--- config.mk ---
export PLATFORM = sky130hd
export DESIGN_NAME = noc_flit_tx_port_flat
export DESIGN_NICKNAME = d
export VERILOG_FILES = /design/src/rtl/noc_flit_tx_if.sv /design/src/rtl/noc_flit_tx_port.sv /design/src/flat_wrapper.sv
export SDC_FILE = /design/constraint.sdc
export NUM_CORES = 1
export LEC_CHECK = 0
export BUFFER_PORTS_ARGS = -buffer_cell sky130_fd_sc_hd__buf_2
export CORE_ASPECT_RATIO = 2
export CORE_UTILIZATION = 40
export DETAILED_ROUTE_END_ITERATION = 16
export HOLD_SLACK_MARGIN = 0.03
export PLACE_DENSITY = 0.55
export SETUP_SLACK_MARGIN = 0.1
export SYNTH_ARGS = -nofsm -noshare
export SYNTH_HDL_FRONTEND = slang
export SYNTH_SLANG_ARGS = --single-unit
--- constraint.sdc ---
create_clock -name clk -period 6 [get_ports clk]
set_clock_uncertainty 0.1 [all_clocks]
set_input_delay 1.2 -clock clk [delete_from_list [all_inputs] [get_ports clk]]
set_output_delay 1.2 -clock clk [all_outputs]
set_load 0.1 [all_outputs]
--- src/rtl/noc_flit_tx_if.sv ---
// Link bundle between a flit source, the transmit port and the downstream router input.
// The transmit port takes the slave modport; the driving side takes the master modport.
interface noc_flit_tx_if #(
    parameter int VC_NUM    = 2,
    parameter int VC_W      = 1,
    parameter int PAYLOAD_W = 32,
    parameter int FLIT_W    = 2 + VC_W + PAYLOAD_W
);
    logic              enq_valid_i;
    logic [FLIT_W-1:0] enq_flit_i;
    logic              enq_ready_o;
    logic [FLIT_W-1:0] data_o;
    logic              valid_flit_o;
    logic [VC_NUM-1:0] on_off_i;
    logic [VC_NUM-1:0] vc_allocatable_i;
    logic [VC_NUM-1:0] error_i;
    logic [VC_NUM-1:0] err_seen_o;
    logic              proto_err_o;
    logic [15:0]       flit_cnt_o;

    modport slave (
        input  enq_valid_i, enq_flit_i, on_off_i, vc_allocatable_i, error_i,
        output enq_ready_o, data_o, valid_flit_o, err_seen_o, proto_err_o, flit_cnt_o
    );

    modport master (
        output enq_valid_i, enq_flit_i, on_off_i, vc_allocatable_i, error_i,
        input  enq_ready_o, data_o, valid_flit_o, err_seen_o, proto_err_o, flit_cnt_o
    );
endinterface

--- src/rtl/noc_flit_tx_port.sv ---
// Router link transmitter: per-VC flit FIFOs with packet-sequence checking at enqueue,
// round-robin arbitration gated by downstream on_off / vc_allocatable, one flit per cycle.
module noc_flit_tx_port #(
    parameter int VC_NUM    = 2,
    parameter int VC_W      = 1,
    parameter int PAYLOAD_W = 32,
    parameter int BUF_DEPTH = 4,
    parameter int FLIT_W    = 2 + VC_W + PAYLOAD_W
) (
    input logic          clk,
    input logic          rst,
    noc_flit_tx_if.slave bus
);
    localparam int AW = $clog2(BUF_DEPTH);
    localparam int PW = AW + 1;

    typedef enum logic [1:0] {
        FT_HEAD     = 2'b00,
        FT_BODY     = 2'b01,
        FT_TAIL     = 2'b10,
        FT_HEADTAIL = 2'b11
    } flit_type_e;

    logic [FLIT_W-1:0] r_mem [VC_NUM][BUF_DEPTH];
    logic [PW-1:0]     r_wptr [VC_NUM];
    logic [PW-1:0]     r_rptr [VC_NUM];
    logic [VC_NUM-1:0] r_enq_open;
    logic [VC_NUM-1:0] r_tx_active;
    logic [VC_W-1:0]   r_rr;
    logic [FLIT_W-1:0] r_data;
    logic              r_valid;
    logic [15:0]       r_flit_cnt;
    logic [VC_NUM-1:0] r_err_seen;
    logic              r_proto_err;

    logic [VC_NUM-1:0] w_empty;
    logic [VC_NUM-1:0] w_full;
    logic [VC_NUM-1:0] w_elig;
    logic [FLIT_W-1:0] w_head_flit [VC_NUM];
    logic              w_gnt;
    logic [VC_W-1:0]   w_gnt_vc;
    flit_type_e        w_gnt_type;
    flit_type_e        w_enq_type;
    logic [VC_W-1:0]   w_enq_vc;
    logic              w_enq_fire;
    logic              w_enq_legal;

    // Pointers carry one extra wrap bit so full and empty are distinguishable.
    always_comb begin
        // NOTE: every combinational output gets a default first so no path can infer a latch.
        w_empty = '0;
        w_full  = '0;
        w_elig  = '0;
        for (int v = 0; v < VC_NUM; v++) begin
            w_empty[v]     = (r_wptr[v] == r_rptr[v]);
            w_full[v]      = (r_wptr[v][AW] != r_rptr[v][AW]) &&
                             (r_wptr[v][AW-1:0] == r_rptr[v][AW-1:0]);
            w_head_flit[v] = r_mem[v][r_rptr[v][AW-1:0]];
            w_elig[v]      = !w_empty[v] && bus.on_off_i[v] &&
                             (r_tx_active[v] || bus.vc_allocatable_i[v]);
        end
    end

    // Round-robin: first eligible VC at or after the pointer wins.
    always_comb begin
        logic [VC_W-1:0] idx;
        idx      = '0;
        w_gnt    = 1'b0;
        w_gnt_vc = '0;
        for (int i = 0; i < VC_NUM; i++) begin
            idx = VC_W'((int'(r_rr) + i) % VC_NUM);
            if (!w_gnt && w_elig[idx]) begin
                w_gnt    = 1'b1;
                w_gnt_vc = idx;
            end
        end
        w_gnt_type = flit_type_e'(w_head_flit[w_gnt_vc][FLIT_W-1 -: 2]);
    end

    assign w_enq_type      = flit_type_e'(bus.enq_flit_i[FLIT_W-1 -: 2]);
    assign w_enq_vc        = bus.enq_flit_i[FLIT_W-3 -: VC_W];
    assign bus.enq_ready_o = !w_full[w_enq_vc];
    assign w_enq_fire      = bus.enq_valid_i && bus.enq_ready_o;
    assign w_enq_legal     = (w_enq_type == FT_HEAD || w_enq_type == FT_HEADTAIL) ?
                             !r_enq_open[w_enq_vc] : r_enq_open[w_enq_vc];

    // NOTE: flit storage has no reset; the pointers alone define which entries are valid.
    always_ff @(posedge clk) begin
        if (w_enq_fire && w_enq_legal)
            r_mem[w_enq_vc][r_wptr[w_enq_vc][AW-1:0]] <= bus.enq_flit_i;
    end

    // NOTE: sequential state uses non-blocking assignments only, so every read sees pre-edge values.
    always_ff @(posedge clk) begin
        if (rst) begin
            for (int v = 0; v < VC_NUM; v++) begin
                r_wptr[v] <= '0;
                r_rptr[v] <= '0;
            end
            r_enq_open  <= '0;
            r_tx_active <= '0;
            r_rr        <= '0;
            r_data      <= '0;
            r_valid     <= 1'b0;
            r_flit_cnt  <= '0;
            r_err_seen  <= '0;
            r_proto_err <= 1'b0;
        end else begin
            if (w_enq_fire) begin
                if (w_enq_legal) begin
                    r_wptr[w_enq_vc] <= r_wptr[w_enq_vc] + PW'(1);
                    case (w_enq_type)
                        FT_HEAD: r_enq_open[w_enq_vc] <= 1'b1;
                        FT_TAIL: r_enq_open[w_enq_vc] <= 1'b0;
                        default: ;
                    endcase
                end else begin
                    r_proto_err <= 1'b1;
                end
            end

            r_valid <= w_gnt;
            if (w_gnt) begin
                r_rptr[w_gnt_vc] <= r_rptr[w_gnt_vc] + PW'(1);
                r_data     <= {w_head_flit[w_gnt_vc][FLIT_W-1 -: 2], w_gnt_vc,
                               w_head_flit[w_gnt_vc][PAYLOAD_W-1:0]};
                r_flit_cnt <= r_flit_cnt + 16'd1;
                r_rr       <= VC_W'((int'(w_gnt_vc) + 1) % VC_NUM);
                case (w_gnt_type)
                    FT_HEAD: r_tx_active[w_gnt_vc] <= 1'b1;
                    FT_TAIL: r_tx_active[w_gnt_vc] <= 1'b0;
                    default: ;
                endcase
            end

            r_err_seen <= r_err_seen | bus.error_i;
        end
    end

    assign bus.data_o       = r_data;
    assign bus.valid_flit_o = r_valid;
    assign bus.flit_cnt_o   = r_flit_cnt;
    assign bus.err_seen_o   = r_err_seen;
    assign bus.proto_err_o  = r_proto_err;
endmodule

--- src/flat_wrapper.sv ---
// flat-port wrapper written by rule: the top's interface ports become plain ports
module noc_flit_tx_port_flat 
#(
    parameter int VC_NUM    = 2,
    parameter int VC_W      = 1,
    parameter int PAYLOAD_W = 32,
    parameter int BUF_DEPTH = 4,
    parameter int FLIT_W    = 2 + VC_W + PAYLOAD_W
)
  (clk, rst, bus_enq_valid_i, bus_enq_flit_i, bus_on_off_i, bus_vc_allocatable_i, bus_error_i, bus_enq_ready_o, bus_data_o, bus_valid_flit_o, bus_err_seen_o, bus_proto_err_o, bus_flit_cnt_o);
  noc_flit_tx_if #(.VC_NUM(VC_NUM), .VC_W(VC_W), .PAYLOAD_W(PAYLOAD_W), .FLIT_W(FLIT_W)) bus_i ();
  input logic clk;
  input logic rst;
  input wire logic [$bits(bus_i.enq_valid_i)-1:0] bus_enq_valid_i;
  input wire logic [$bits(bus_i.enq_flit_i)-1:0] bus_enq_flit_i;
  input wire logic [$bits(bus_i.on_off_i)-1:0] bus_on_off_i;
  input wire logic [$bits(bus_i.vc_allocatable_i)-1:0] bus_vc_allocatable_i;
  input wire logic [$bits(bus_i.error_i)-1:0] bus_error_i;
  output wire logic [$bits(bus_i.enq_ready_o)-1:0] bus_enq_ready_o;
  output wire logic [$bits(bus_i.data_o)-1:0] bus_data_o;
  output wire logic [$bits(bus_i.valid_flit_o)-1:0] bus_valid_flit_o;
  output wire logic [$bits(bus_i.err_seen_o)-1:0] bus_err_seen_o;
  output wire logic [$bits(bus_i.proto_err_o)-1:0] bus_proto_err_o;
  output wire logic [$bits(bus_i.flit_cnt_o)-1:0] bus_flit_cnt_o;
  assign bus_i.enq_valid_i = bus_enq_valid_i;
  assign bus_i.enq_flit_i = bus_enq_flit_i;
  assign bus_i.on_off_i = bus_on_off_i;
  assign bus_i.vc_allocatable_i = bus_vc_allocatable_i;
  assign bus_i.error_i = bus_error_i;
  assign bus_enq_ready_o = bus_i.enq_ready_o;
  assign bus_data_o = bus_i.data_o;
  assign bus_valid_flit_o = bus_i.valid_flit_o;
  assign bus_err_seen_o = bus_i.err_seen_o;
  assign bus_proto_err_o = bus_i.proto_err_o;
  assign bus_flit_cnt_o = bus_i.flit_cnt_o;
  noc_flit_tx_port #(.VC_NUM(VC_NUM), .VC_W(VC_W), .PAYLOAD_W(PAYLOAD_W), .BUF_DEPTH(BUF_DEPTH), .FLIT_W(FLIT_W)) u_core (.clk(clk), .rst(rst), .bus(bus_i));
endmodule
Word level (Yosys, flattened, before mapping)
Memories as Yosys holds them, arrays and structs flattened.
Index checks and enable logic that the tools add are counted.
- register bits: 60
- memories: 3
- input port bits: 44
- RAM bits: 292
- logic and storage cells: 124
- output and inout bits: 56
- memories (memory ; depth ; bits a word ; read ports ; clocked after Yosys merged registers in ; write ports ; line ; source):
    u_core.r_mem ; 2 ; 140 ; 2 ; 0 ; 1 ; noc_flit_tx_port.sv:24 ; logic [FLIT_W-1:0] r_mem [VC_NUM][BUF_DEPTH];
    u_core.r_rptr ; 2 ; 3 ; 3 ; 0 ; 2 ; noc_flit_tx_port.sv:26 ; logic [PW-1:0] r_rptr [VC_NUM];
    u_core.r_wptr ; 2 ; 3 ; 3 ; 0 ; 2 ; noc_flit_tx_port.sv:25 ; logic [PW-1:0] r_wptr [VC_NUM];
- eq/ne operators: 9
- $lt $le $gt $ge: 11
- reduce and logical (&&, ||, !) cells: 29
- $add $sub $neg: 5
- bitwise operators: 12
- multiplexer cells: 47
- operators by type and width (operator ; count):
    35-bit 2-to-1 mux ; 8
    35-bit binary-select mux with 2-bit select ; 2
    140-bit 2-to-1 mux ; 1
    35-bit demux with 2-bit select ; 1
    1-bit 2-to-1 mux ; 29
    16-bit by 1-bit adder with 16-bit output, second input constant ; 1
    1-bit logical AND ; 12
    3-bit greater-or-equal comparator, second input constant ; 3
    2-bit inverter with 3-bit output ; 3
    1-bit by 2-bit less-than comparator with 1-bit output, second input constant ; 4
    2-bit one-hot mux with 2 select lines ; 2
    3-bit by 1-bit adder with 3-bit output, second input constant ; 2
    2-bit == test, second input constant ; 3
    3-bit == test ; 2
    3-bit 2-to-1 mux ; 2
    2-bit bitwise OR ; 3
    3-bit OR reduction ; 2
    1-bit zero test ; 5
    2-bit AND ; 2
    2-bit == test ; 2
    2-bit zero test ; 2
    2-bit inverter ; 2
    2-bit AND reduction ; 2
    2-bit nonzero test ; 2
    other kinds (10) ; 16

Longest topological paths before layout
Gate-level depths: netlist of the first run.
- word-level depth: 17
- mapped depth: 12
- mapped depth without buffers: 8

Least setup slack after synthesis of the first run
No wires, ideal clock.
- path type: input-to-output
- from: in bus_enq_flit_i[32]
- to: out bus_enq_ready_o
- arrival: 3.029 ns
- path buffers: 1
- setup slack: 1.671 ns
- stages: 2
- cell sequence: buf_2 -> mux2i_1
- longest elaborated chain between the ends: 3
- RTL lines (what ; line ; source):
    start: declaration ; flat_wrapper.sv:15 ; input wire logic [$bits(bus_i.enq_flit_i)-1:0] bus_enq_flit_i;
    1-bit 2-to-1 mux (implied by the code) (2 in series) ; noc_flit_tx_port.sv:82 ; assign bus.enq_ready_o = !w_full[w_enq_vc];
    1-bit zero test ; noc_flit_tx_port.sv:82 ;
    end: declaration ; flat_wrapper.sv:19 ; output wire logic [$bits(bus_i.enq_ready_o)-1:0] bus_enq_ready_o;
Every way passes these cells. The select of a mux whose other input is x is not followed.

==> key figures, run 1 <==
Timing
  • Hold Fails Final Rpt: 0
  • Final slew viol count: 0
  • Crit share post-route: 62.45%
  • Post-route setup slack: 2.253 ns
  • Fin Hold WS: 0.3566 ns
  • Setup violators final: 0
  • Period minus WS final: 3.747 ns
  • TNS Setup: 0 ns
  • RSZ-0062 raised after global routing: false
  • Worst slew margin: 25.43%
  • Max Freq: 0.2669 GHz
  • Worst Tran Pin Value: 1.119 ns

Global routing
  • Largest net degree at the start of global routing: 77
  • Global Route Usage Sum: 16.62%
  • First-pass GRT wire length: 43,070 um
  • Initial antenna violation count: 1
  • GRT Residual Overflow: 0
  • Number of global-route vias before repair: 7,472

Worst setup path
  • CP Capture Type: primary output
  • Critical path type: flop to primary output
  • Arrival @ worst endpoint: 2.45 ns
  • Critical path data required time: 4.70 ns
  • Critical Path Source Type: flop
  • Worst-path fanout max: 36

Synthesis
  • Post-Synthesis Cell Area: 0.01350 mm2
  • Syn Nets: 796
  • Mean Syn Cell Area: 18.15 um2
  • Number of synthesized flops with an enable pin: 284
  • YS warnings: 0
  • Async set-reset flop share out of synthesis: 0%
  • Main flop type after synthesis: edfxtp_1
  • Synth Register Bits: 344
  • Sequential share of the synthesized area: 72.05%
  • Netlist cell types: 48
  • Post-Syn Instances: 744

Status
  • Outcome: complete, no violations

CTS
  • CTS Sinks: 344
  • Maximum clock insertion buffer count: 3
  • TritonCTS Buffers: 30
  • Clock Pin Slew Worst Setup and Hold Paths: 0.07 ns
  • Post-CTS setup buffers: 0
  • Clock root buffer: clkbuf_16
  • Post-CTS sizing: 0
  • H-Tree Depth: 1
  • CTS Hold Bufs: 0
  • CTS tree: built
  • Clk Latency, worst-skew pair: 0.56 ns

Floorplan
  • Core Footprint: 0.03305 mm2
  • Row count: 94
  • Initial Util: 40.86%
  • Chip Height: 261.8 um
  • # IOs: 100
  • Die Wd: 131.9 um
  • Die area: 0.03454 mm2

Cells and area
  • Fraction of layout cells with a size suffix above 1: 31.78%
  • Final core occ: 46.47%
  • Area growth from synthesis to layout: 13.74%
  • Fillers: 2,850
  • Non-Filler Instances: 1,292
  • Net count of the finished layout: 887

Drt
  • DR vias: 6,800
  • DR WL/cell: 21.64 um
  • DRC viols: 0
  • DRT Wirelength: 27,960 um
  • Post-route ant nets: 0
  • First DRT Iteration DRCs: 341
  • Vias per cell: 5.263
  • DR pass1 iterations: 4

Power
  • Leakage: 5.165 nW
  • Max IR drop VDD: 0.0002419 V
  • Pwr dens: 360.3 mW/mm2

Placed design
  • I/O Buffers: 99
  • Global placement routability congestion: 0.7919
  • Dpl ws: 2.039 ns
  • Placed instance count: 1,235
  • Dpl hpwl: 16,440 um

Min path
  • Worst Hold Class: flop to flop

Flow run
  • Max Cap Viol: 0
## synth_stat cells (4+ instances only)
cell type | instances | area, um2
buf_2 | 18 | 90.09
edfxtp_1 | 284 | 8528
o21ai_0 | 6 | 30.03
xor2_1 | 13 | 113.9
and2_1 | 10 | 62.56
nor3b_1 | 5 | 37.54
clkbuf_1 | 15 | 56.30
a311oi_2 | 25 | 375.4
xnor2_1 | 7 | 61.31
nor2_1 | 56 | 210.2
ha_1 | 8 | 100.1
dfxtp_1 | 60 | 1201
and3_1 | 4 | 25.02
nand2_1 | 70 | 262.8
inv_1 | 6 | 22.52
buf_4 | 6 | 45.04
mux2i_1 | 4 | 40.04
and3b_1 | 4 | 35.03
a21oi_1 | 8 | 40.04
a311oi_1 | 5 | 43.79
o211ai_1 | 7 | 52.55
mux4_2 | 68 | 1531
buf_6 | 6 | 67.56
o2111ai_1 | 5 | 43.79
## area by class of cell
type	instances	area, um2	share of cell area, %
multi-input combinational	348	3508	22.84
timing repair buffer	105	543.0	3.536
antenna	1	2.502	0.01629
clock inverter	19	163.9	1.067
tap	432	540.5	3.519
clock buffer	37	848.3	5.523
inverter	6	22.52	0.1466
sequential	344	9729	63.35
## cell usage in the layout, fill, tap and decap left out, types with 6 or more instances in the layout
master     synthesis  routed
o21ai_0            6       6
a311oi_2          25      25
clkinv_2           0       8
buf_4              6       7
a21oi_1            8       8
inv_1              6       6
ha_1               8       8
nor2_1            56      56
clkbuf_16          0      31
edfxtp_1         284     284
and2_2             0       8
nand2_1           70      70
o211ai_1           7       7
xor2_1            13      13
mux4_2            68      68
buf_2             18      98
dfxtp_1           60      60
xnor2_1            7       7
## kinds of logic after synthesis
| group | count (synthesis) | share of synthesized area [%] |
|---|---|---|
| AO/OA/AOI/OAI | 71 | 5.449 |
| XOR/XNOR | 25 | 2.066 |
| adder cells (fa/ha/maj) | 8 | 0.7413 |
| buffers and inverters | 52 | 2.113 |
| flip-flops | 344 | 72.05 |
| multiplexers | 73 | 11.72 |
| AND/OR/NAND/NOR | 171 | 5.856 |
## critical path, cell delays in order (launching register included)
cell,delay (ns)
edfxtp_1,0.32
buf_4,0.51
xnor2_2,0.18
and3b_1,0.22
mux2i_1,0.18
buf_2,0.46
## sequential cells by signal (all words and copies together), names as in the netlist, named ones only
| signal | cells |
|---|---|
| u_core.bus.data_o | 35 |
| u_core.bus.err_seen_o | 2 |
| u_core.bus.flit_cnt_o | 16 |
| u_core.bus.proto_err_o | 1 |
| u_core.bus.valid_flit_o | 1 |
| u_core.r_mem | 272 |
| u_core.r_rptr | 6 |
| u_core.r_rr | 1 |
| u_core.r_wptr | 6 |
## per-layer routing
metal / routed length (um) / global-route usage, % / up-vias / share of wire, %
met5: 0 / 0 / - / 0
met4: 608 / 5.685 / 0 / 2.2
met3: 949 / 2.103 / 43 / 3.4
met2: 16130 / 33.32 / 150 / 58
met1: 10270 / 17.60 / 3512 / 37
li1: - / - / 3095 / -
## per-stage QoR
stage	total power, mW	area [um2]
after floorplan	3.470	13500
after global placement	3.638	14340
after detailed placement	3.655	14340
after CTS	5.600	15360
after global routing	5.735	15360
final	5.533	15360
## power by group
group	internal [mW]	switching, mW
Sequential	2.67	0.0451
Combinational	0.239	0.629
Clock	1.09	0.852
Total	4.01	1.53
## path summary, 6_finish.rpt
check                                           start               endpoint  slack [ns]  depth (start not counted)
worst min-delay path            u_core.bus.data_o[32]  u_core.bus.data_o[32]        0.36                          2
worst min register to register  u_core.bus.data_o[32]  u_core.bus.data_o[32]        0.36                          2
worst max-delay path              u_core.r_rptr[1][1]        bus_enq_ready_o        2.25                          5
worst max register to register    u_core.r_rptr[1][1]    u_core.r_rptr[1][2]        2.48                          9
(Power assumes the default switching activity.)
==> inputs of run 2 (changes only) <==
--- a/config.mk
+++ b/config.mk
@@ -10,7 +10,7 @@
 export CORE_UTILIZATION = 40
 export DETAILED_ROUTE_END_ITERATION = 16
 export HOLD_SLACK_MARGIN = 0.03
-export PLACE_DENSITY = 0.55
+export PLACE_DENSITY = 0.57
 export SETUP_SLACK_MARGIN = 0.1
 export SYNTH_ARGS = -nofsm -noshare
 export SYNTH_HDL_FRONTEND = slang
==> constraint.sdc (replaced) <==
create_clock -name clk -period 3.11 [get_ports clk]
set_clock_uncertainty 0.1 [all_clocks]
set_input_delay 0.622 -clock clk [delete_from_list [all_inputs] [get_ports clk]]
set_output_delay 0.622 -clock clk [all_outputs]
set_load 0.1 [all_outputs]
==> run 2 against run 1 <==
  * Clock power rose by 87%
  * Non-clock buffer count rose by 23
  * Critical endpoint unchanged
  * Critical path type unchanged
  * Register-to-register slack got worse by 1.9 ns
  * Combinational power rose by 100%
==> key figures, run 2 (synthesized netlist as in run 1, its figures left out) <==
Status
  • Outcome: complete, no violations (unchanged)

Drt
  • DRC viols: 0 (unchanged)
  • DR vias: 6,851 (was 6,800)
  • Vias per cell: 5.214 (was 5.263)
  • First DRT Iteration DRCs: 345 (was 341)
  • DR WL/cell: 21.75 um (was 21.64 um)
  • DRT Wirelength: 28,580 um (was 27,960 um)
  • Post-route ant nets: 0 (unchanged)
  • DR pass1 iterations: 4 (unchanged)

Floorplan
  • Core Footprint: 0.03305 mm2 (unchanged)
  • Die area: 0.03454 mm2 (unchanged)
  • Chip Height: 261.8 um (unchanged)
  • # IOs: 100 (unchanged)
  • Die Wd: 131.9 um (unchanged)
  • Row count: 94 (unchanged)
  • Initial Util: 40.86% (unchanged)

Worst setup path
  • Max stage delay on crit path: 0.47 ns (was 0.51 ns)
  • Crit path cell chain: xnor2_2, and3b_1, mux2i_2, buf_12 (was buf_4, xnor2_2, and3b_1, mux2i_1, buf_2)
  • Worst-path fanout max: 4 (was 36)
  • Critical-path cell with the highest stage delay: edfxtp_1 (was buf_4)
  • Arrival @ worst endpoint: 2.10 ns (was 2.45 ns)
  • CP top delay family: flip-flops (was buffers and inverters)
  • Critical Path Source Type: flop (unchanged)
  • Critical path data required time: 2.39 ns (was 4.70 ns)
  • R2R cell count: 5 (was 9)
  • R2r startpoint: u_core.r_rptr[1][0] (was u_core.r_rptr[1][1])
  • Worst path buffer plus inverter count: 1 (was 2)
  • CP Capture Type: primary output (unchanged)
  • Worst reg-to-reg setup slack: 0.57 ns (was 2.48 ns)
  • Critical path type: flop to primary output (unchanged)

Global routing
  • First-pass GRT wire length: 44,370 um (was 43,070 um)
  • Largest net degree at the start of global routing: 41 (was 77)
  • Global Route Usage Sum: 17.14% (was 16.62%)
  • Initial antenna violation count: 3 (was 1)
  • GRT Residual Overflow: 0 (unchanged)
  • Number of global-route vias before repair: 7,390 (was 7,472)

Power
  • Leakage: 5.309 nW (was 5.165 nW)
  • P_int: 7.692 mW (was 4.007 mW)
  • Pwr dens: 679.7 mW/mm2 (was 360.3 mW/mm2)
  • Reg power frac: 49.4% (was 49.1%)
  • Max IR drop VDD: 0.0004004 V (was 0.0002419 V)
  • Combinational share of power: 16.3% (was 15.7%)
  • Switching power: 2.942 mW (was 1.526 mW)
  • Net Sw Frac: 27.67% (was 27.58%)
  • Clock Power Share: 34.3% (was 35.2%)

Placed design
  • I/O Buffers: 99 (unchanged)
  • Dpl hpwl: 17,660 um (was 16,440 um)
  • Placed instance count: 1,258 (was 1,235)
  • Global placement routability congestion: 0.7751 (was 0.7919)
  • Placed Instance Area: 0.01468 mm2 (was 0.01434 mm2)
  • Dpl ws: 0.2496 ns (was 2.039 ns)

Min path
  • Hold Crit Depth: 3 (was 2)
  • Worst Hold Class: primary input to flop (was flop to flop)
  • Min-Delay Endpoint: u_core.bus.err_seen_o[1] (was u_core.bus.data_o[32])
  • Startpoint of the worst hold path: bus_error_i[1] (was u_core.bus.data_o[32])

Cells and area
  • Antenna cell count: 0 (was 1)
  • Fraction of layout cells with a size suffix above 1: 32.99% (was 31.78%)
  • Most frequent cells in the layout: 284 x edfxtp_1, 97 x buf_2, 70 x nand2_1 (was 284 x edfxtp_1, 98 x buf_2, 70 x nand2_1)
  • Area growth from synthesis to layout: 15.86% (was 13.74%)
  • Net count of the finished layout: 910 (was 887)
  • Max reg flops: 272 (unchanged)
  • Post-route cell area: 0.01565 mm2 (was 0.01536 mm2)
  • Commonest non-fill, non-tap cell in the layout: edfxtp_1 (unchanged)
  • Non-Filler Instances: 1,314 (was 1,292)
  • Final core occ: 47.34% (was 46.47%)

CTS
  • Clk Latency, worst-skew pair: 0.56 ns (about the same)
  • CTS Sinks: 344 (unchanged)
  • CTS Hold Bufs: 0 (unchanged)
  • Maximum clock insertion buffer count: 3 (unchanged)
  • H-Tree Depth: 1 (unchanged)
  • Post-CTS setup buffers: 0 (unchanged)
  • Clock root buffer: clkbuf_16 (unchanged)
  • TritonCTS Buffers: 30 (unchanged)
  • Post-CTS sizing: 0 (unchanged)
  • CTS tree: built (unchanged)
  • Clock Pin Slew Worst Setup and Hold Paths: 0.07 ns (about the same)

Flow run
  • Max Cap Viol: 0 (unchanged)

Timing
  • Post-route setup slack: 0.2890 ns (was 2.253 ns)
  • Final slew viol count: 0 (unchanged)
  • Hold Fails Final Rpt: 0 (unchanged)
  • TNS Setup: 0 ns (unchanged)
  • Crit share post-route: 90.71%
  • RSZ-0062 raised after global routing: false (unchanged)
  • Max Freq: 0.3545 GHz
  • Worst Tran Pin Value: 0.7702 ns (was 1.119 ns)
  • Period minus WS final: 2.821 ns
  • Setup violators final: 0 (unchanged)
  • Worst slew margin: 48.66% (was 25.43%)
## run 2: cell types whose count changed in the layout (fill, tap and decap cells not counted), sizes merged
cell | previous run | this run
buf | 105 | 128
clkbuf | 37 | 42
clkinv | 12 | 10
clkinvlp | 4 | 2
bufinv | 2 | 1
diode | 1 | 0
## run 2: stage by stage
stage / hold slack [ns] / power [mW]
finish: 0.1698 / 10.63
floorplan: 0.3543 / 6.696
global route: 0.1669 / 11.02
global placement: 0.3444 / 7.107
CTS: 0.1451 / 10.77
detailed placement: 0.3478 / 7.121
## run 2: power by group through the flow
stage | clock, mW | sequential [mW] | combinational [mW]
final | 3.65 | 5.25 | 1.74
after global routing | 3.90 | 5.27 | 1.85
after CTS | 3.74 | 5.25 | 1.77
after detailed placement | 0 | 5.36 | 1.77
after global placement | 0 | 5.35 | 1.76
after floorplan | 0 | 5.90 | 0.794
## run 2: final cells by class
cell class / count / area, um2
Multi-Input combinational cell: 348 / 3507
Tap cell: 432 / 540.5
Clock inverter: 14 / 97.59
Fill cell: 2807 / 17400
Timing Repair Buffer: 128 / 880.8
Sequential cell: 344 / 9729
Clock buffer: 42 / 867.1
Inverter: 6 / 22.52
## run 2: how the worst max path moves through the flow
stage               slack [ns]  depth (start not counted)                  end           startpoint
global placement          0.26                          8  u_core.r_mem[1][63]   bus_enq_flit_i[33]
detailed placement        0.25                          8  u_core.r_mem[1][63]   bus_enq_flit_i[33]
CTS                       0.22                          4      bus_enq_ready_o  u_core.r_rptr[0][2]
finish                    0.29                          4      bus_enq_ready_o  u_core.r_rptr[0][2]
global route              0.16                          4      bus_enq_ready_o  u_core.r_rptr[0][2]
floorplan                 0.15                          6   u_core.r_mem[1][0]   bus_enq_flit_i[32]
## run 2: metal layers
metal / global-route usage (%) / vias up / routed length, um
met2: 33.60 / 131 / 16240
met5: 0 / - / 35
met3: 2.392 / 46 / 988
met4: 5.103 / 6 / 649
li1: - / 3140 / -
met1: 18.97 / 3528 / 10670
## run 2: worst register-to-register path: cells and delay by family, from the launching register on
family / cells / cell delay (ns)
buffers and inverters: 1 / 0.64
multiplexers: 1 / 0.65
AND/OR/NAND/NOR: 2 / 0.45
flip-flops: 1 / 0.41
AO/OA/AOI/OAI: 1 / 0.20
